## src/rtl/tx_serial_pkg.sv

```systemverilog
// tx_serial_pkg: parity-mode codes and FSM state encoding shared by the serial transmitter.
package tx_serial_pkg;
  localparam logic [1:0] PAR_NONE = 2'b00;
  localparam logic [1:0] PAR_EVEN = 2'b01;
  localparam logic [1:0] PAR_ODD  = 2'b10;
  typedef enum logic [2:0] {IDLE, START, DATA, PARITY, STOP} estado_t;
endpackage

```

## src/rtl/gerador_tick_baud.sv

```systemverilog
// gerador_tick_baud: bit-period counter; tick is high on the last clock of each bit.
module gerador_tick_baud #(
  parameter int CLKS_PER_BIT = 4,
  parameter int CNT_W        = 16
) (
  input  logic clock,
  input  logic reset,
  input  logic zera,
  output logic tick
);
  logic [CNT_W-1:0] r_cnt;
  assign tick = r_cnt == CNT_W'(CLKS_PER_BIT - 1);
  always_ff @(posedge clock)
    if (!reset || zera || tick) r_cnt <= '0;
    else r_cnt <= r_cnt + CNT_W'(1);
endmodule

```

## src/rtl/tx_serial_uart_n.sv

```systemverilog
// tx_serial_uart_n: serial transmitter (start, data LSB first, optional parity, stop bits).
// Define TX_SERIAL_BUFFER_EN to add a one-entry holding register for gapless back-to-back frames.
module tx_serial_uart_n
  import tx_serial_pkg::*;
#(
  parameter int DATA_BITS    = 7,
  parameter int STOP_BITS    = 1,
  parameter int CLKS_PER_BIT = 4,
  parameter int CNT_W        = 16
) (
  input  logic                 clock,
  input  logic                 reset,
  input  logic                 partida,
  input  logic [DATA_BITS-1:0] dados,
  input  logic [1:0]           modo_paridade,
  output logic                 saida_serial,
  output logic                 ocupado,
  output logic                 pronto
);
  estado_t r_estado, w_estado;
  logic [DATA_BITS-1:0] r_shift, w_shift, w_src_d;
  logic [1:0] w_src_m;
  logic [3:0] r_idx, w_idx;
  logic r_par_en, r_par_bit, r_saida, r_pronto;
  logic w_tick, w_zera, w_fim, w_aceita, w_inicia, w_ult_dado, w_ult_stop, w_linha;

  assign w_zera = r_estado == IDLE;
  gerador_tick_baud #(.CLKS_PER_BIT(CLKS_PER_BIT), .CNT_W(CNT_W)) u_tick (
    .clock(clock),
    .reset(reset),
    .zera(w_zera),
    .tick(w_tick)
  );

  assign w_ult_dado = r_idx == 4'(DATA_BITS - 1);
  assign w_ult_stop = r_idx == 4'(STOP_BITS - 1);
  assign w_fim      = r_estado == STOP && w_tick && w_ult_stop;
  assign w_aceita   = partida && !ocupado;

`ifdef TX_SERIAL_BUFFER_EN
  logic [DATA_BITS-1:0] r_buf_d;
  logic [1:0] r_buf_m;
  logic r_buf_cheio;
  assign ocupado  = r_estado != IDLE && r_buf_cheio;
  // a request arriving exactly as the frame ends skips the buffer and starts directly
  assign w_inicia = (r_estado == IDLE && w_aceita) || (w_fim && (r_buf_cheio || w_aceita));
  assign w_src_d  = r_buf_cheio ? r_buf_d : dados;
  assign w_src_m  = r_buf_cheio ? r_buf_m : modo_paridade;
  always_ff @(posedge clock)
    if (!reset) r_buf_cheio <= 1'b0;
    else if (w_fim && r_buf_cheio) r_buf_cheio <= 1'b0;
    else if (w_aceita && r_estado != IDLE && !w_fim) begin
      r_buf_cheio <= 1'b1;
      r_buf_d     <= dados;
      r_buf_m     <= modo_paridade;
    end
`else
  assign ocupado  = r_estado != IDLE;
  assign w_inicia = w_aceita;
  assign w_src_d  = dados;
  assign w_src_m  = modo_paridade;
`endif

  always_comb begin
    w_estado = r_estado;
    w_idx    = r_idx;
    if (w_tick)
      case (r_estado)
        START:   begin w_estado = DATA; w_idx = '0; end
        DATA:    begin
          w_estado = w_ult_dado ? (r_par_en ? PARITY : STOP) : DATA;
          w_idx    = w_ult_dado ? '0 : r_idx + 4'd1;
        end
        PARITY:  begin w_estado = STOP; w_idx = '0; end
        STOP:    begin
          w_estado = w_ult_stop ? IDLE : STOP;
          w_idx    = w_ult_stop ? '0 : r_idx + 4'd1;
        end
        default: ;
      endcase
    if (w_inicia) w_estado = START;
  end

  assign w_shift = (r_estado == DATA && w_tick) ? r_shift >> 1 : r_shift;
  assign w_linha = w_estado == START  ? 1'b0 :
                   w_estado == DATA   ? w_shift[0] :
                   w_estado == PARITY ? r_par_bit : 1'b1;

  always_ff @(posedge clock)
    if (!reset) begin
      r_estado  <= IDLE;
      r_idx     <= '0;
      r_shift   <= '0;
      r_par_en  <= 1'b0;
      r_par_bit <= 1'b0;
      r_saida   <= 1'b1;
      r_pronto  <= 1'b0;
    end else begin
      r_estado  <= w_estado;
      r_idx     <= w_idx;
      r_shift   <= w_inicia ? w_src_d : w_shift;
      r_par_en  <= w_inicia ? (w_src_m == PAR_EVEN || w_src_m == PAR_ODD) : r_par_en;
      r_par_bit <= w_inicia ? ((w_src_m == PAR_ODD) ^ (^w_src_d)) : r_par_bit;
      r_saida   <= w_linha;
      r_pronto  <= w_fim;
    end

  assign saida_serial = r_saida;
  assign pronto       = r_pronto;
endmodule

```

## config.mk

```make
export PLATFORM = sky130hd
export DESIGN_NAME = tx_serial_uart_n
export DESIGN_NICKNAME = d
export VERILOG_FILES = /design/src/rtl/tx_serial_pkg.sv /design/src/rtl/gerador_tick_baud.sv /design/src/rtl/tx_serial_uart_n.sv
export SDC_FILE = /design/constraint.sdc
export NUM_CORES = 1
export LEC_CHECK = 0
export BUFFER_PORTS_ARGS = -buffer_cell sky130_fd_sc_hd__buf_2
export CORE_MARGIN = 2
export CORE_UTILIZATION = 55
export CTS_BUF_LIST = sky130_fd_sc_hd__clkbuf_8
export DETAILED_ROUTE_END_ITERATION = 16
export PLACE_DENSITY = 0.77
export SETUP_SLACK_MARGIN = 0.02
export SLEW_MARGIN = 10
export SYNTH_ARGS = -nofsm -noshare
export SYNTH_HDL_FRONTEND = slang
export SYNTH_SLANG_ARGS = --single-unit
```

## constraint.sdc

```tcl
create_clock -name clock -period 1.7 [get_ports clock]
set_input_delay 0.17 -clock clock [delete_from_list [all_inputs] [get_ports clock]]
set_output_delay 0.17 -clock clock [all_outputs]
set_load 0.01 [all_outputs]
```

==> results of run 1 <==
-- cell type report --
| type | instances | share of cell area |
|---|---|---|
| repair buffers | 43 | 0.145 |
| multi-input cells | 145 | 0.482 |
| well taps | 33 | 0.0184 |
| clock buffers | 6 | 0.0369 |
| inverters | 5 | 0.00838 |
| clock inverters | 2 | 0.00391 |
| flip-flops and latches | 34 | 0.305 |
-- metrics by stage --
step                total power (uW)  hold slack (ns)
floorplan                        967            0.305
global placement                1020            0.425
detailed placement              1030            0.434
CTS                             1630            0.144
global route                    1690            0.156
finish                          1630            0.146
-- state kept, by name (all words and copies together) (netlist names) --
register      flops
r_par_bit         1
pronto            1
saida_serial      1
u_tick.r_cnt     16
r_estado          3
r_idx             4
r_shift           7
r_par_en          1
-- worst max-delay path: stages, from the launching register on --
cell and delay, ns:
dfxtp_2 0.36, ha_4 0.13, nor4b_4 0.24, and4_4 0.30
nand3_4 0.09, mux2i_2 0.20, nor4b_2 0.24, o21ai_1 0.08
-- cells in the final DEF, fill, tap and decap left out, drive strengths merged --
| cell | n |
|---|---|
| nor4 | 2 |
| a31oi | 3 |
| or4 | 1 |
| mux2i | 6 |
| o31ai | 1 |
| nand4 | 3 |
| nand3 | 11 |
| buf | 43 |
| o21bai | 1 |
| and4 | 1 |
| clkinv | 1 |
| xor2 | 11 |
| o21a | 1 |
| nor3 | 2 |
| nor3b | 1 |
| and2 | 3 |
| nand3b | 3 |
| or2 | 2 |
| ha | 6 |
| xnor2 | 13 |
| clkbuf | 6 |
| inv | 6 |
| a21oi | 2 |
| nor4b | 3 |
| and3 | 4 |
| o211a | 8 |
| nor2 | 28 |
| or3 | 1 |
| nand2 | 20 |
| nor2b | 2 |
| o21ai | 4 |
| a21boi | 2 |
| dfxtp | 34 |
-- cell families (layout without fill, tap and decap cells) --
group                    Yosys count  after routing  share of synthesized area
adder cells (fa/ha/maj)            6              6                     0.0439
flip-flops                        34             34                      0.398
buffers and inverters             10             56                     0.0234
AO/OA/AOI/OAI                     22             22                      0.102
multiplexers                       6              6                     0.0351
XOR/XNOR                          24             24                      0.123
AND/OR/NAND/NOR                   87             87                      0.276
-- where the power goes --
group          leakage, uW  total (uW)  internal (uW)  switching [uW]
Sequential        0.000278         844            823            20.5
Combinational     0.000665         180           91.5            88.2
Clock            0.0000524         609            321             288
Total             0.000995        1630           1240             397
-- layer usage --
metal	global-route usage	vias to the layer above	share of wire
li1	-	734	-
met1	0.262	713	0.45
met2	0.399	22	0.50
met3	0.0584	12	0.026
met4	0.0889	0	0.023
met5	0	-	0
-- synthesized netlist by cell type (4+ instances only) --
master   number
nor2_1       27
nand3_1       9
ha_1          6
o211a_1       8
mux2i_1       6
nand2_1      20
inv_1         5
dfxtp_1      34
xnor2_1      13
xor2_1       11
and3_1        4
-- path summary, 6_finish.rpt --
path                                       from            to  slack (ns)  cells after the start
worst min-delay path                   dados[0]    r_shift[0]        0.15                      2
worst min register to register       r_shift[6]    r_shift[6]        0.47                      2
worst max-delay path            u_tick.r_cnt[1]  saida_serial       -0.04                      7
worst max register to register  u_tick.r_cnt[1]  saida_serial       -0.04                      7
-- what timing repair did --
item	4_1_cts	5_1_grt
pin swaps	8	7
buffers inserted	3	2
resized for setup	2	15
setup endpoints to repair	12	15
==> impl_metrics.ini, run 1 <==
[logic_synthesis]
synth_cell_type_count = 40
synth_area_leader_cell = dfxtp_1
syn_avg_cell_area_um2 = 9.06
synth.area.top_cells = dfxtp_1 (40%), xnor2_1 (6.7%), nor2_1 (5.9%)
synth_fp_nets = 207
synthArstFlopShare = 0
synth-warning-count = 0
synth-edff-count = 0
ys_seq_area_frac = 0.398
ys.flop_type = dfxtp_1
netlist_instances = 189
synth_top_area_frac = 0.398
ys_ff_latch = 34
syn_area_um2 = 1710

[clock_tree]
cts_hold_buf = 0
cts_root_buffer = clkbuf_8
cts.sinks = 34
cts_max_path_buffers = 2
insertion_delay_ns = 0.29
tritoncts = yes
path_clk_slew_ns = 0.08
htreeDepth = 2
cts_buffers = 5

[setup_path]
worst-setup-path-type = reg2reg
crit_required_ns = 1.88
cp.arrival_ns = 1.92
worstPathMaxFanout = 3
end_kind = flip-flop
start_kind = flip-flop

[global_routing]
grt_max_degree = 18
grt_overflow = 0
grt_pass1_vias = 1369
antenna_found_initial = 0
grt_usage = 0.228
grt_pass1_wl_um = 6000

[sta]
rsz0062_at_grt = yes
setup_ws_ns = -0.0414
drv_slew = 0
worstMarginPinSlew_ns = 0.310
fin_skew_ns = 0.0111
max_slew_margin = 0.792
setup_viol = 4
fin_setup_tns_ns = -0.0608
fin_crit_sh = 1.02
period_minus_slack_ns = 1.74
hold_viol_final = 0
timing.fmax_ghz = 0.574

[route]
drt_iter0_markers = 56
routedWlPerCell_um = 14.2
post-route-drc-count = 0
avgViaCountPerCell = 5.53
vias = 1481
wirelength_um = 3820
ant_nets = 0
first_pass_iters = 4

[placed_design]
hpwl_um = 2660
place_inst = 255
globalplace.congestion = 0.915
dp_worst_setup_slack_ns = -0.0913
port_buffers = 14
placed_cell_area_um2 = 2030

[final_layout]
fillCellCount = 207
drive_gt1_frac = 0.311
regArea_um2 = 684
multi_input_area_um2 = 1080
layout.nets = 252
final_cell_area_um2 = 2240
antenna_cells = 0
syn2layout_area_growth_pct = 30.9
fin_cells = 268
final_util = 0.746

[floorplanning]
rows = 20
die_x_um = 59.8
io_pins = 15
initial_core_util = 0.570
dieHeight_um = 59.8
core_area_um2 = 3000
dieArea_um2 = 3570

[outcome]
status = complete, but fails checks
violations = negative setup slack

[pwr]
total_leakage_power_uw = 0.000995
ir_worst_vdd_uv = 676
power_per_cell_area_nw_per_um2 = 728

[run]
max-cap-violations = 0

[hold_path]
hp-class = in2reg
Power figures use the tool's default switching activity.
==> run 2, diff against run 1 <==
--- a/config.mk
+++ b/config.mk
@@ -7,10 +7,10 @@
 export LEC_CHECK = 0
 export BUFFER_PORTS_ARGS = -buffer_cell sky130_fd_sc_hd__buf_2
 export CORE_MARGIN = 2
-export CORE_UTILIZATION = 55
+export CORE_UTILIZATION = 58
 export CTS_BUF_LIST = sky130_fd_sc_hd__clkbuf_8
 export DETAILED_ROUTE_END_ITERATION = 16
-export PLACE_DENSITY = 0.77
+export PLACE_DENSITY = 0.78
 export SETUP_SLACK_MARGIN = 0.02
 export SLEW_MARGIN = 10
 export SYNTH_ARGS = -nofsm -noshare
==> constraint.sdc (replaced) <==
create_clock -name clock -period 2.15 [get_ports clock]
set_input_delay 0.215 -clock clock [delete_from_list [all_inputs] [get_ports clock]]
set_output_delay 0.215 -clock clock [all_outputs]
set_load 0.01 [all_outputs]
==> impl_metrics.ini, run 2 (synthesis gave the netlist of run 1 again) <==
[global_routing]
antenna_found_initial = 0
grt_pass1_wl_um = 5420
grt_max_degree = 18
grt_usage = 0.211
grt_pass1_vias = 1274
grt_overflow = 0

[clock_tree]
cts_max_path_buffers = 2
cts.sinks = 34
path_clk_slew_ns = 0.07
cts_root_buffer = clkbuf_8
cts_hold_buf = 0
tritoncts = yes
insertion_delay_ns = 0.29
post_cts_resized = 0
post_cts_buffers = 0
htreeDepth = 2
cts_buffers = 5

[pwr]
total_power_uw = 1260
power.share.clock = 0.378
total_leakage_power_uw = 0.000834
switching_share = 0.238
ir_worst_vdd_uv = 646
switching_power_uw = 300
power_frac_comb = 0.097
power_frac_seq = 0.526
p_int_uw = 962
power_per_cell_area_nw_per_um2 = 656

[sta]
worstMarginPinSlew_ns = 0.576
fin_skew_ns = 0.0101
setup_viol = 0
period_minus_slack_ns = 1.96
fin_crit_sh = 0.910
fin_setup_tns_ns = 0
max_slew_margin = 0.615
hold_viol_final = 0
rsz0062_at_grt = no
timing.fmax_ghz = 0.511
drv_slew = 0

[final_layout]
regMostFlops = u_tick.r_cnt
fillCellCount = 219
layout.nets = 226
syn2layout_area_growth_pct = 12.4
drive_gt1_frac = 0.172
multi_input_area_um2 = 1000
layout_common_cells = dfxtp_1 (34), nor2_1 (27), nand2_1 (20)
antenna_cells = 0
largest_reg_flops = 16
layout.cells.most_common = dfxtp_1
regArea_um2 = 681
top_regs = u_tick.r_cnt: 16 flops, r_shift: 7 flops, r_idx: 4 flops

[setup_path]
start_kind = flip-flop
worst-setup-path-type = reg2reg
worstPathMaxFanout = 4
crit_required_ns = 2.33
worstPathCellList = ha_2, nor4b_4, nand4_1, or4_1, nand3_2, a21boi_2, o21ai_1
path_delay_family = simple AND/OR/NAND/NOR gates
crit_buf_inv = 0
cp.arrival_ns = 2.14
cpPeakStageDelay_ns = 0.54
crit_slowest_cell = or4_1
end_kind = flip-flop

[route]
routedWlPerCell_um = 13.2
post-route-drc-count = 0
ant_nets = 0
drt_iter0_markers = 45
wirelength_um = 3170
avgViaCountPerCell = 5.66
first_pass_iters = 4
vias = 1358

[floorplanning]
io_pins = 15
core_area_um2 = 2780
die_x_um = 58.3
dieArea_um2 = 3400
rows = 19
dieHeight_um = 58.3
initial_core_util = 0.615

[placed_design]
hpwl_um = 2300
globalplace.congestion = 0.834
port_buffers = 14

[hold_path]
hp-class = in2reg

[outcome]
status = completed

[run]
max-cap-violations = 0
## run 2: changes by cell type in the layout (fill, tap and decap cells not counted), moves of 2 or more
cell / change
dfxtp_2: -3
buf_12: -2
dfxtp_1: +3
buf_4: -21
buf_6: -3
## run 2: power by group through the flow
stage	clock network [uW]	registers, uW	logic [uW]
final	477	664	122
after global routing	522	665	136
after CTS	488	664	123
after detailed placement	0	678	121
after global placement	0	677	117
after floorplan	0	675	88.6
## run 2: metal layers
| metal | vias to the layer above | GRT usage | part of all wire |
|---|---|---|---|
| li1 | 688 | - | - |
| met1 | 639 | 0.245 | 0.44 |
| met2 | 26 | 0.356 | 0.50 |
| met3 | 5 | 0.0703 | 0.045 |
| met4 | 0 | 0.0831 | 0.013 |
| met5 | - | 0 | 0 |
## run 2: final timing paths
kind | slack (ns) | cells past startpoint | endpoint | startpoint
max | 0.19 | 7 | saida_serial | u_tick.r_cnt[0]
min | 0.19 | 2 | r_shift[1] | dados[1]
max reg2reg | 0.19 | 7 | saida_serial | u_tick.r_cnt[0]
min reg2reg | 0.48 | 1 | u_tick.r_cnt[0] | u_tick.r_cnt[0]
## run 2: cell type report
type	count	area share
clock buffer	6	0.0429
clock inverter	2	0.00455
inverter	5	0.00975
multi-input combinational	145	0.521
sequential	34	0.354
tap	31	0.0202
timing repair buffer	17	0.0481
## run 2: stage by stage
step,hold slack [ns],area (um^2),util,instances,setup slack (ns)
after floorplan,0.350,1710,-,189,0.302
after global placement,0.432,1820,0.655,232,0.212
after detailed placement,0.460,1820,0.655,232,0.110
after CTS,0.184,1910,0.688,240,0.110
after global routing,0.186,1920,0.692,240,0.0298
final,0.190,1920,0.692,240,0.194
## run 2: worst register-to-register path: cells and delay by family, from the launching register on
| kind | cells | cell delay (ns) |
|---|---|---|
| and+or+nand+nor | 4 | 1.01 |
| AOI/OAI and AO/OA | 2 | 0.26 |
| DFF | 1 | 0.36 |
| adders and majority gates | 1 | 0.23 |
